--- src/rtl/sys_defs.sv ---
// Shared core definitions: physical tag type and reorder buffer sizing.
// Imported by the ROB and by its neighbours in the out-of-order core.
package sys_defs;

    localparam int unsigned ROB_SZ      = 32;
    localparam int unsigned PHYS_REG_SZ = 64;
    localparam int unsigned ROB_IDX_W   = $clog2(ROB_SZ);
    localparam int unsigned PHYS_IDX_W  = $clog2(PHYS_REG_SZ);

    // Occupancy count carries one extra bit so that a full buffer is representable.
    localparam logic [ROB_IDX_W:0] ROB_COUNT_FULL = (ROB_IDX_W + 1)'(ROB_SZ);

    typedef struct packed {
        logic [PHYS_IDX_W-1:0] phys_reg;
    } TAG;

endpackage

--- src/rtl/rob.sv ---
// Reorder buffer: in-order allocate at the tail, CDB-driven completion, in-order retire
// from the head toward the retirement map and free list. Squash empties the buffer.
module rob
    import sys_defs::*;
(
    input  logic                 clock,
    input  logic                 reset,

    input  logic                 dispatch_en,
    input  TAG                   dispatch_t,
    input  TAG                   dispatch_t_old,
    input  logic [4:0]           dispatch_dest_idx,
    output logic [ROB_IDX_W-1:0] dispatch_idx,
    output logic                 full,
    output logic                 empty,

    input  logic                 complete_en,
    input  TAG                   complete_t,

    input  logic                 squash_en,

    output logic                 retire_en,
    output TAG                   retire_t,
    output TAG                   retire_t_old,
    output logic [4:0]           retire_dest_idx
);

    logic [ROB_SZ-1:0]    r_valid;
    logic [ROB_SZ-1:0]    r_complete;
    TAG                   r_t       [ROB_SZ];
    TAG                   r_t_old   [ROB_SZ];
    logic [4:0]           r_dest    [ROB_SZ];

    // Pointers carry a wrap bit above the index.
    logic [ROB_IDX_W:0]   r_head;
    logic [ROB_IDX_W:0]   r_tail;
    logic [ROB_IDX_W:0]   r_count;

    logic [ROB_IDX_W-1:0] w_head_idx;
    logic [ROB_IDX_W-1:0] w_tail_idx;
    logic                 w_dispatch_accept;
    logic [ROB_SZ-1:0]    w_cam_hit;
    logic [ROB_IDX_W:0]   w_count_next;

    assign w_head_idx = r_head[ROB_IDX_W-1:0];
    assign w_tail_idx = r_tail[ROB_IDX_W-1:0];

    assign full         = (r_count == ROB_COUNT_FULL);
    assign empty        = (r_count == '0);
    assign dispatch_idx = w_tail_idx;

    // Registered count gates dispatch, so a same-cycle retire never frees the slot early.
    assign w_dispatch_accept = dispatch_en & ~full & ~squash_en;

    assign retire_en = r_valid[w_head_idx] & r_complete[w_head_idx] & ~squash_en & ~reset;

    always_comb begin
        retire_t        = '0;
        retire_t_old    = '0;
        retire_dest_idx = '0;
        if (retire_en) begin
            retire_t        = r_t[w_head_idx];
            retire_t_old    = r_t_old[w_head_idx];
            retire_dest_idx = r_dest[w_head_idx];
        end
    end

    // CDB match against pre-edge valid bits only.
    for (genvar g = 0; g < ROB_SZ; g++) begin : g_cam
        assign w_cam_hit[g] = complete_en & r_valid[g]
                            & (r_t[g].phys_reg == complete_t.phys_reg);
    end

    assign w_count_next = r_count
                        + (ROB_IDX_W + 1)'(w_dispatch_accept)
                        - (ROB_IDX_W + 1)'(retire_en);

    always_ff @(posedge clock) begin
        if (reset || squash_en) begin
            r_valid    <= '0;
            r_complete <= '0;
            r_head     <= '0;
            r_tail     <= '0;
            r_count    <= '0;
        end else begin
            r_complete <= r_complete | w_cam_hit;

            if (retire_en) begin
                r_valid[w_head_idx] <= 1'b0;
                r_head              <= r_head + 1'b1;
            end

            // Tail differs from head whenever dispatch is accepted and the head retires.
            if (w_dispatch_accept) begin
                r_valid[w_tail_idx]    <= 1'b1;
                r_complete[w_tail_idx] <= 1'b0;
                r_t[w_tail_idx]        <= dispatch_t;
                r_t_old[w_tail_idx]    <= dispatch_t_old;
                r_dest[w_tail_idx]     <= dispatch_dest_idx;
                r_tail                 <= r_tail + 1'b1;
            end

            r_count <= w_count_next;
        end
    end

endmodule
--- config.mk ---
export PLATFORM = sky130hd
export DESIGN_NAME = rob
export DESIGN_NICKNAME = d
export VERILOG_FILES = /design/src/rtl/sys_defs.sv /design/src/rtl/rob.sv
export SDC_FILE = /design/constraint.sdc
export NUM_CORES = 1
export LEC_CHECK = 0
export ABC_CLOCK_PERIOD_IN_PS = 9700
export CORE_ASPECT_RATIO = 0.9
export CORE_UTILIZATION = 35
export CTS_CLUSTER_SIZE = 8
export DETAILED_ROUTE_END_ITERATION = 16
export GPL_TIMING_DRIVEN = 0
export PLACE_DENSITY_LB_ADDON = 0.1
export SLEW_MARGIN = 20
export SYNTH_ARGS = -nofsm -noshare
export SYNTH_HDL_FRONTEND = slang
export SYNTH_SLANG_ARGS = --single-unit
--- constraint.sdc ---
create_clock -name clock -period 9.7 [get_ports clock]
set_input_delay 1.94 -clock clock [delete_from_list [all_inputs] [get_ports clock]]
set_output_delay 1.94 -clock clock [all_outputs]
set_load 0.05 [all_outputs]
==> results.md, run 1 <==
- Power Dens Cells: 186 nW/um^2
- Commonest register cell after synthesis: sky130_fd_sc_hd__edfxtp_1
- Total Negative Setup Slacks: 0 ps
- First-pass DRT Iterations: 5
- Type of the worst setup path: flop to output port
- Average footprint of a synthesized cell: 17.2 sq um
- Largest stage delay on the critical path: 810 ps
- Clock-pin slew reported for the worst setup and hold paths after clock tree synthesis: 60 ps
- Register-to-register setup slack: 5320 ps
- Power spent charging and discharging nets: 1280 uW
- Unrepaired setup endpoints after global routing: false
- Via count: 15.7k
- CP endpoint kind: output port
- Worst-path cell chain: clkbuf_1 > clkbuf_1 > clkbuf_1 > mux4_2 > mux4_2 > mux2i_1 > nor2_1 > clkdlybuf4s50_1
- Maximum clock insertion buffer count: 3
- Maximum capacitance violations: 0
- Routed len/inst: 30.3 um
- Run status: finished clean
- Ranking of synthesized cells by area: sky130_fd_sc_hd__edfxtp_1, sky130_fd_sc_hd__mux4_2, sky130_fd_sc_hd__dfxtp_1, sky130_fd_sc_hd__xnor2_1, sky130_fd_sc_hd__xor2_1
- Required time of the critical path: 7760 ps
- Endpoint of the lowest-slack register-to-register path: r_count[4]$_SDFF_PP0_
- Switching power share of the total: 21.5%
- Worst setup path endpoint: retire_t[4]
- Chip width: 296 um
- Number of buffers inserted during clock tree synthesis: 88
- Total power draw: 5970 uW
- Worst Max-Slew Pin Slew: 1120 ps
- Post-Synthesis Net Count: 1,627
- First DRT Iteration DRCs: 1,623
- Area of the mapped netlist: 27,200 sq um
- Cell with the largest stage delay on the worst path: sky130_fd_sc_hd__clkbuf_1
- Hold_buf cts: 0
- Critical path arrival: 5260 ps
- Number of global-route vias before repair: 16.0k
- Layout Skew: 15.9 ps
- Logic gate share of total power: 2.8%
- Number of core rows: 96
- Wirelength, routed: 86.0 mm
- Hold Violations, Final: 0
- Post-DR vias/cell: 5.52
- Sum of net half-perimeters after detailed placement: 61.7 mm
- Critical-path maximum fanout: 10
- Syn Inst Count: 1,581
- Count of cell types in the netlist: 57
- Number of enable flip-flop cells after synthesis: 544
- Sort of element at the start of the critical path: flop
- Leakage component of the power: 0.00972 uW
- Post-CTS Setup Inserts: 0
- Achievable Freq: 139 MHz
- Fin. max-slew vios: 0
- Count of input and output buffers: 46
- Wire length of the first global-routing pass: 121 mm
- Register area share after synthesis: 66.4%
- Net count, final: 1,816
- Total gr overflow: 0
- Class of the worst hold path: flop to flop
- Final GP Congestion: 0.971
- Top cell type by total area after synthesis: sky130_fd_sc_hd__edfxtp_1
- Asr flop ratio synth: 0%
- Share of power burned in the clock network: 47.8%
- Initial Util: 35.5%
- Num Clock Sinks: 629
- Clk Tree Root Cell: sky130_fd_sc_hd__clkbuf_16
- Number of fillers in the final layout: 6,898
- Final critical delay including setup and external delays: 7200 ps
- Flops & latches, synth: 629
- Area share of the largest cell type after synthesis: 60.1%
- Overall die area: 78,700 sq um
- CTS resizes: 0
- Die height: 266 um
- TritonCTS clock tree: done
- Overall Global Routing Usage: 22.2%
- Number of top-level design ports: 53
- Maximum vdd ir drop: 130 uV
- Initial antenna violation count: 1
- Latest clock arrival within the worst-skew pair: 640 ps
- Layout overhead on the synthesized area: 18.4%
- Most used standard cell by instance count after synthesis: sky130_fd_sc_hd__edfxtp_1
- Core footprint: 76,500 sq um
- Worst r2r path cells: 18
- Reg-to-reg startpoint: r_head[1]$_SDFFE_PP0N_
- Pin count of the biggest net entering global routing: 33
- Layout cell share with drive strength beyond 1: 23.7%
- Crit share post-route: 74.2%
- CP most frequent cell: sky130_fd_sc_hd__clkbuf_1
- Cell Int Power: 4680 uW
- Max H-tree Level: 3
- Fraction of the core area covered by cells at the end of the flow: 42.0%
- Tightest slew margin relative to the limit: 25.1%
- Share of power burned in registers: 49.4%
- Count of yosys warnings during synthesis: 0
- DRC: 0
- Ranking of synthesized cells by instance count: sky130_fd_sc_hd__edfxtp_1, sky130_fd_sc_hd__mux4_2, sky130_fd_sc_hd__xnor2_1
- Fin area: 32,200 sq um
- Placement-stage cell area: 29,700 sq um
- Post-route ant nets: 0
- Setup-failing EPs final: 0
==> kinds of logic after synthesis <==
family	after synthesis	share of synthesized area, %
compound gates	119	3.16
xor+xnor	199	6.42
fa+ha+maj	18	0.857
buf+inv	124	1.97
flops	629	66.4
mux	210	16.2
simple gates	282	4.97
==> critical path: cells and delay by family, from the launching register on <==
family	cells	cell delay, ps
mux	3	1510
flops	1	310
buf+inv	4	2680
simple gates	1	100
==> power groups by stage <==
| stage | sequential (uW) | clock, uW | combinational (uW) |
|---|---|---|---|
| 3_5_place_dp | 3000 | 0 | 173 |
| 2_1_floorplan | 3000 | 0 | 74.5 |
| 3_3_place_gp | 3000 | 0 | 167 |
| 4_1_cts | 2950 | 2920 | 174 |
| 5_1_grt | 2940 | 3020 | 181 |
| 6_report | 2950 | 2850 | 169 |
==> how the worst min path moves through the flow <==
stage                              from                        to  slack, ps  cells past startpoint
5_1_grt          r_valid[31]$_SDFF_PP0_    r_valid[31]$_SDFF_PP0_        540                      1
3_5_place_dp   r_complete[3]$_SDFF_PP0_  r_complete[3]$_SDFF_PP0_        480                      2
2_1_floorplan  r_complete[6]$_SDFF_PP0_  r_complete[6]$_SDFF_PP0_        450                      2
6_report       r_complete[3]$_SDFF_PP0_  r_complete[3]$_SDFF_PP0_        490                      2
3_3_place_gp   r_complete[3]$_SDFF_PP0_  r_complete[3]$_SDFF_PP0_        470                      2
4_1_cts        r_complete[3]$_SDFF_PP0_  r_complete[3]$_SDFF_PP0_        490                      2
==> cells in the final DEF (no fill, tap or decap), types with 11 or more instances in the layout <==
master	instances
sky130_fd_sc_hd__buf_2	37
sky130_fd_sc_hd__mux2i_1	26
sky130_fd_sc_hd__nor3_1	49
sky130_fd_sc_hd__nor2_4	11
sky130_fd_sc_hd__xor2_1	66
sky130_fd_sc_hd__buf_4	28
sky130_fd_sc_hd__inv_1	16
sky130_fd_sc_hd__clkdlybuf4s50_1	29
sky130_fd_sc_hd__ha_1	17
sky130_fd_sc_hd__mux4_2	180
sky130_fd_sc_hd__o21ai_0	25
sky130_fd_sc_hd__clkbuf_16	90
sky130_fd_sc_hd__nor3_2	18
sky130_fd_sc_hd__nand3_1	44
sky130_fd_sc_hd__nor2_1	86
sky130_fd_sc_hd__buf_1	19
sky130_fd_sc_hd__nand2_1	25
sky130_fd_sc_hd__buf_6	18
sky130_fd_sc_hd__dfxtp_1	85
sky130_fd_sc_hd__a31oi_1	15
sky130_fd_sc_hd__a21oi_1	17
sky130_fd_sc_hd__edfxtp_1	544
sky130_fd_sc_hd__clkbuf_1	90
sky130_fd_sc_hd__a41oi_1	28
sky130_fd_sc_hd__xnor2_1	133
==> flip-flops by register name (all words and copies together) (netlist names), named ones only <==
signal,flops
r_t,192
r_t_old,192
r_dest,160
r_complete,32
r_valid,32
r_count,6
r_head,5
r_tail,5
==> layer usage <==
layer / up-vias / wire [um] / track usage [%]
met1: 8385 / 38800 / 32.0
met4: 0 / 1970 / 5.73
met2: 566 / 39700 / 34.8
met5: - / 0 / 0
li1: 6619 / - / -
met3: 110 / 5480 / 3.80
==> area by class of cell <==
cell class,count,area (sq um),area share [%]
clock buffers,127,2390,7.43
flip-flops and latches,629,18000,56.1
clock inverters,5,129,0.401
diodes,1,2.50,0.00778
well taps,1029,1290,4.00
multi-input cells,828,8770,27.3
repair buffers,99,992,3.09
plain buffers,107,487,1.51
inverters,17,66.3,0.206
==> metrics by stage <==
step	instances	setup slack, ps	hold slack, ps
after global placement	2656	2150	465
after detailed placement	2709	2740	480
after floorplan	1581	4130	451
after CTS	2841	2540	492
after global routing	2841	2350	538
final	2842	2500	495
Note: power is estimated with default switching activity, not from simulation.
==> run 2, diff against run 1 <==
--- a/config.mk
+++ b/config.mk
@@ -5,7 +5,7 @@
 export SDC_FILE = /design/constraint.sdc
 export NUM_CORES = 1
 export LEC_CHECK = 0
-export ABC_CLOCK_PERIOD_IN_PS = 9700
+export ABC_CLOCK_PERIOD_IN_PS = 6100
 export CORE_ASPECT_RATIO = 0.9
 export CORE_UTILIZATION = 35
 export CTS_CLUSTER_SIZE = 8
==> constraint.sdc (replaced) <==
create_clock -name clock -period 6.1 [get_ports clock]
set_input_delay 1.22 -clock clock [delete_from_list [all_inputs] [get_ports clock]]
set_output_delay 1.22 -clock clock [all_outputs]
set_load 0.05 [all_outputs]
==> results.md, run 2 (synthesis gave the netlist of run 1 again) <==
- Run status: finished clean (unchanged)
- Class of the worst hold path: flop to flop (unchanged)
- TritonCTS clock tree: done (unchanged)
- Post-DR vias/cell: 5.53 (was 5.52)
- Achievable Freq: 171 MHz
- Top flop regs: r_t x192, r_t_old x192, r_dest x160 (unchanged)
- Max H-tree Level: 3 (unchanged)
- Total Negative Setup Slacks: 0 ps (unchanged)
- Highest-count cells in the layout ignoring fill and taps: sky130_fd_sc_hd__edfxtp_1, sky130_fd_sc_hd__mux4_2, sky130_fd_sc_hd__xnor2_1 (unchanged)
- Number of cells in the finished layout apart from fillers: 2,842 (unchanged)
- Layout Skew: 17.2 ps (was 15.9 ps)
- Num Clock Sinks: 629 (unchanged)
- Number of global-route vias before repair: 16.0k (unchanged)
- Fin. max-slew vios: 0 (unchanged)
- Net count, final: 1,816 (unchanged)
- Wirelength, routed: 86.0 mm (about the same)
- Worst r2r path cells: 18 (unchanged)
- Final GP Congestion: 0.971 (unchanged)
- Type of the worst setup path: flop to output port (unchanged)
- Maximum vdd ir drop: 207 uV (was 130 uV)
- Overall Global Routing Usage: 22.2% (unchanged)
- Initial Util: 35.5% (unchanged)
- Number of placed instances with taps included: 2,709 (unchanged)
- Length of routed met3 wiring: 5.43 mm (was 5.48 mm)
- Layout overhead on the synthesized area: 18.4% (about the same)
- Routed len/inst: 30.3 um (about the same)
- Length of routed met2 wiring: 39.8 mm (was 39.7 mm)
- Critical path arrival: 4640 ps (was 5260 ps)
- Number of top-level design ports: 53 (unchanged)
- Maximum capacitance violations: 0 (unchanged)
- Number of buffers inserted during clock tree synthesis: 88 (unchanged)
- DRC: 0 (unchanged)
- First-pass DRT Iterations: 5 (unchanged)
- Worst setup path endpoint: retire_t[4] (unchanged)
- Chip width: 296 um (unchanged)
- Sum of net half-perimeters after detailed placement: 61.7 mm (unchanged)
- Core footprint: 76,500 sq um (unchanged)
- Clock-pin slew reported for the worst setup and hold paths after clock tree synthesis: 60 ps (about the same)
- Highest metal used: met4 (unchanged)
- Final critical delay including setup and external delays: 5860 ps
- Total gr overflow: 0 (unchanged)
- Crit share post-route: 96.1%
- CP endpoint kind: output port (unchanged)
- Overall die area: 78,700 sq um (unchanged)
- Die height: 266 um (unchanged)
- Post-CTS Setup Inserts: 0 (unchanged)
- Most frequent standard cell in the layout excluding fill and tap cells: sky130_fd_sc_hd__edfxtp_1 (unchanged)
- Unrepaired setup endpoints after global routing: false (unchanged)
- Critical-path maximum fanout: 10 (unchanged)
- Reg-to-reg startpoint: r_head[1]$_SDFFE_PP0N_ (unchanged)
- Clk Tree Root Cell: sky130_fd_sc_hd__clkbuf_16 (unchanged)
- Tightest slew margin relative to the limit: 25.1% (about the same)
- Post-route ant nets: 0 (unchanged)
- Sort of element at the start of the critical path: flop (unchanged)
- Maximum clock insertion buffer count: 3 (unchanged)
- Detailed-routing wirelength on met1: 38.9 mm (was 38.8 mm)
- Leakage component of the power: 0.00974 uW (was 0.00972 uW)
- Endpoint of the lowest-slack register-to-register path: r_count[4]$_SDFF_PP0_ (unchanged)
- Layout cell share with drive strength beyond 1: 24.0% (was 23.7%)
- Required time of the critical path: 4880 ps (was 7760 ps)
- Number of core rows: 96 (unchanged)
- Wire length of the first global-routing pass: 121 mm (unchanged)
- Register-to-register setup slack: 1710 ps (was 5320 ps)
- First DRT Iteration DRCs: 1,659 (was 1,623)
- Count of input and output buffers: 46 (unchanged)
- Hold Violations, Final: 0 (unchanged)
- Via count: 15.7k (about the same)
- Worst Max-Slew Pin Slew: 1120 ps (about the same)
- Hold_buf cts: 0 (unchanged)
- Initial antenna violation count: 1 (unchanged)
- Setup-failing EPs final: 0 (unchanged)
- Latest clock arrival within the worst-skew pair: 640 ps (about the same)
- Power Dens Cells: 295 nW/um^2 (was 186 nW/um^2)
- Pin count of the biggest net entering global routing: 33 (unchanged)
==> run 2: changes by cell type in the layout (fill, tap and decap cells not counted) <==
cell,before,now
sky130_fd_sc_hd__clkbuf_1,90,85
sky130_fd_sc_hd__clkbuf_2,9,14
==> run 2: timing repair <==
| item | in CTS | in global routing |
|---|---|---|
| setup endpoints to repair | 17 | 0 |
| hold endpoints to repair | 0 | 0 |
| resized for setup | 5 | 0 |
==> run 2: power by group <==
group	internal, uW	leakage (uW)	total [uW]	switching [uW]
Clock	2690	0.00120	4530	1840
Combinational	71.0	0.00296	269	198
Sequential	4680	0.00558	4690	3.75
==> run 2: cell type report <==
cell class | instances | area, sq um
Buffer | 107 | 493
Tap cell | 1029 | 1290
Multi-Input combinational cell | 828 | 8770
Clock inverter | 5 | 129
Clock buffer | 127 | 2390
Sequential cell | 629 | 18000
Timing Repair Buffer | 99 | 992
Inverter | 17 | 66.3
Fill cell | 6894 | 44300
Antenna cell | 1 | 2.50
==> run 2: worst min path at each step <==
stage,startpoint,endpoint,depth (start not counted)
global placement,r_complete[3]$_SDFF_PP0_,r_complete[3]$_SDFF_PP0_,2
finish,r_complete[3]$_SDFF_PP0_,r_complete[3]$_SDFF_PP0_,2
global route,r_valid[31]$_SDFF_PP0_,r_valid[31]$_SDFF_PP0_,1
CTS,r_complete[3]$_SDFF_PP0_,r_complete[3]$_SDFF_PP0_,2
detailed placement,r_complete[3]$_SDFF_PP0_,r_complete[3]$_SDFF_PP0_,2
floorplan,r_complete[6]$_SDFF_PP0_,r_complete[6]$_SDFF_PP0_,2
==> run 2: worst max-delay path, stage by stage, from the launching register on <==
cell                              delay [ps]
sky130_fd_sc_hd__dfxtp_1                 310
sky130_fd_sc_hd__clkbuf_1                460
sky130_fd_sc_hd__clkbuf_2                450
sky130_fd_sc_hd__clkbuf_2                470
sky130_fd_sc_hd__mux4_2                  470
sky130_fd_sc_hd__mux4_2                  570
sky130_fd_sc_hd__mux2i_1                 430
sky130_fd_sc_hd__nor2_1                  100
sky130_fd_sc_hd__clkdlybuf4s50_1         720
==> run 2: metrics by stage <==
stage | worst slack [ps] | cell area [sq um] | util, % | hold slack (ps) | power [uW]
6_report | 241 | 32200 | 42.0 | 495 | 9490
5_1_grt | 63.7 | 32200 | 42.0 | 538 | 9770
4_1_cts | 239 | 32200 | 42.1 | 492 | 9610
3_5_place_dp | 373 | 29700 | 38.8 | 480 | 5050
3_3_place_gp | -732 | 28900 | 37.8 | 465 | 5040
2_1_floorplan | 1970 | 27200 | - | 451 | 4890
==> run 2: routing by layer <==
metal | global-route usage [%] | up-vias
li1 | - | 6619
met5 | 0 | -
met4 | 5.73 | 0
met3 | 3.80 | 112
met1 | 32.0 | 8406
met2 | 34.8 | 580
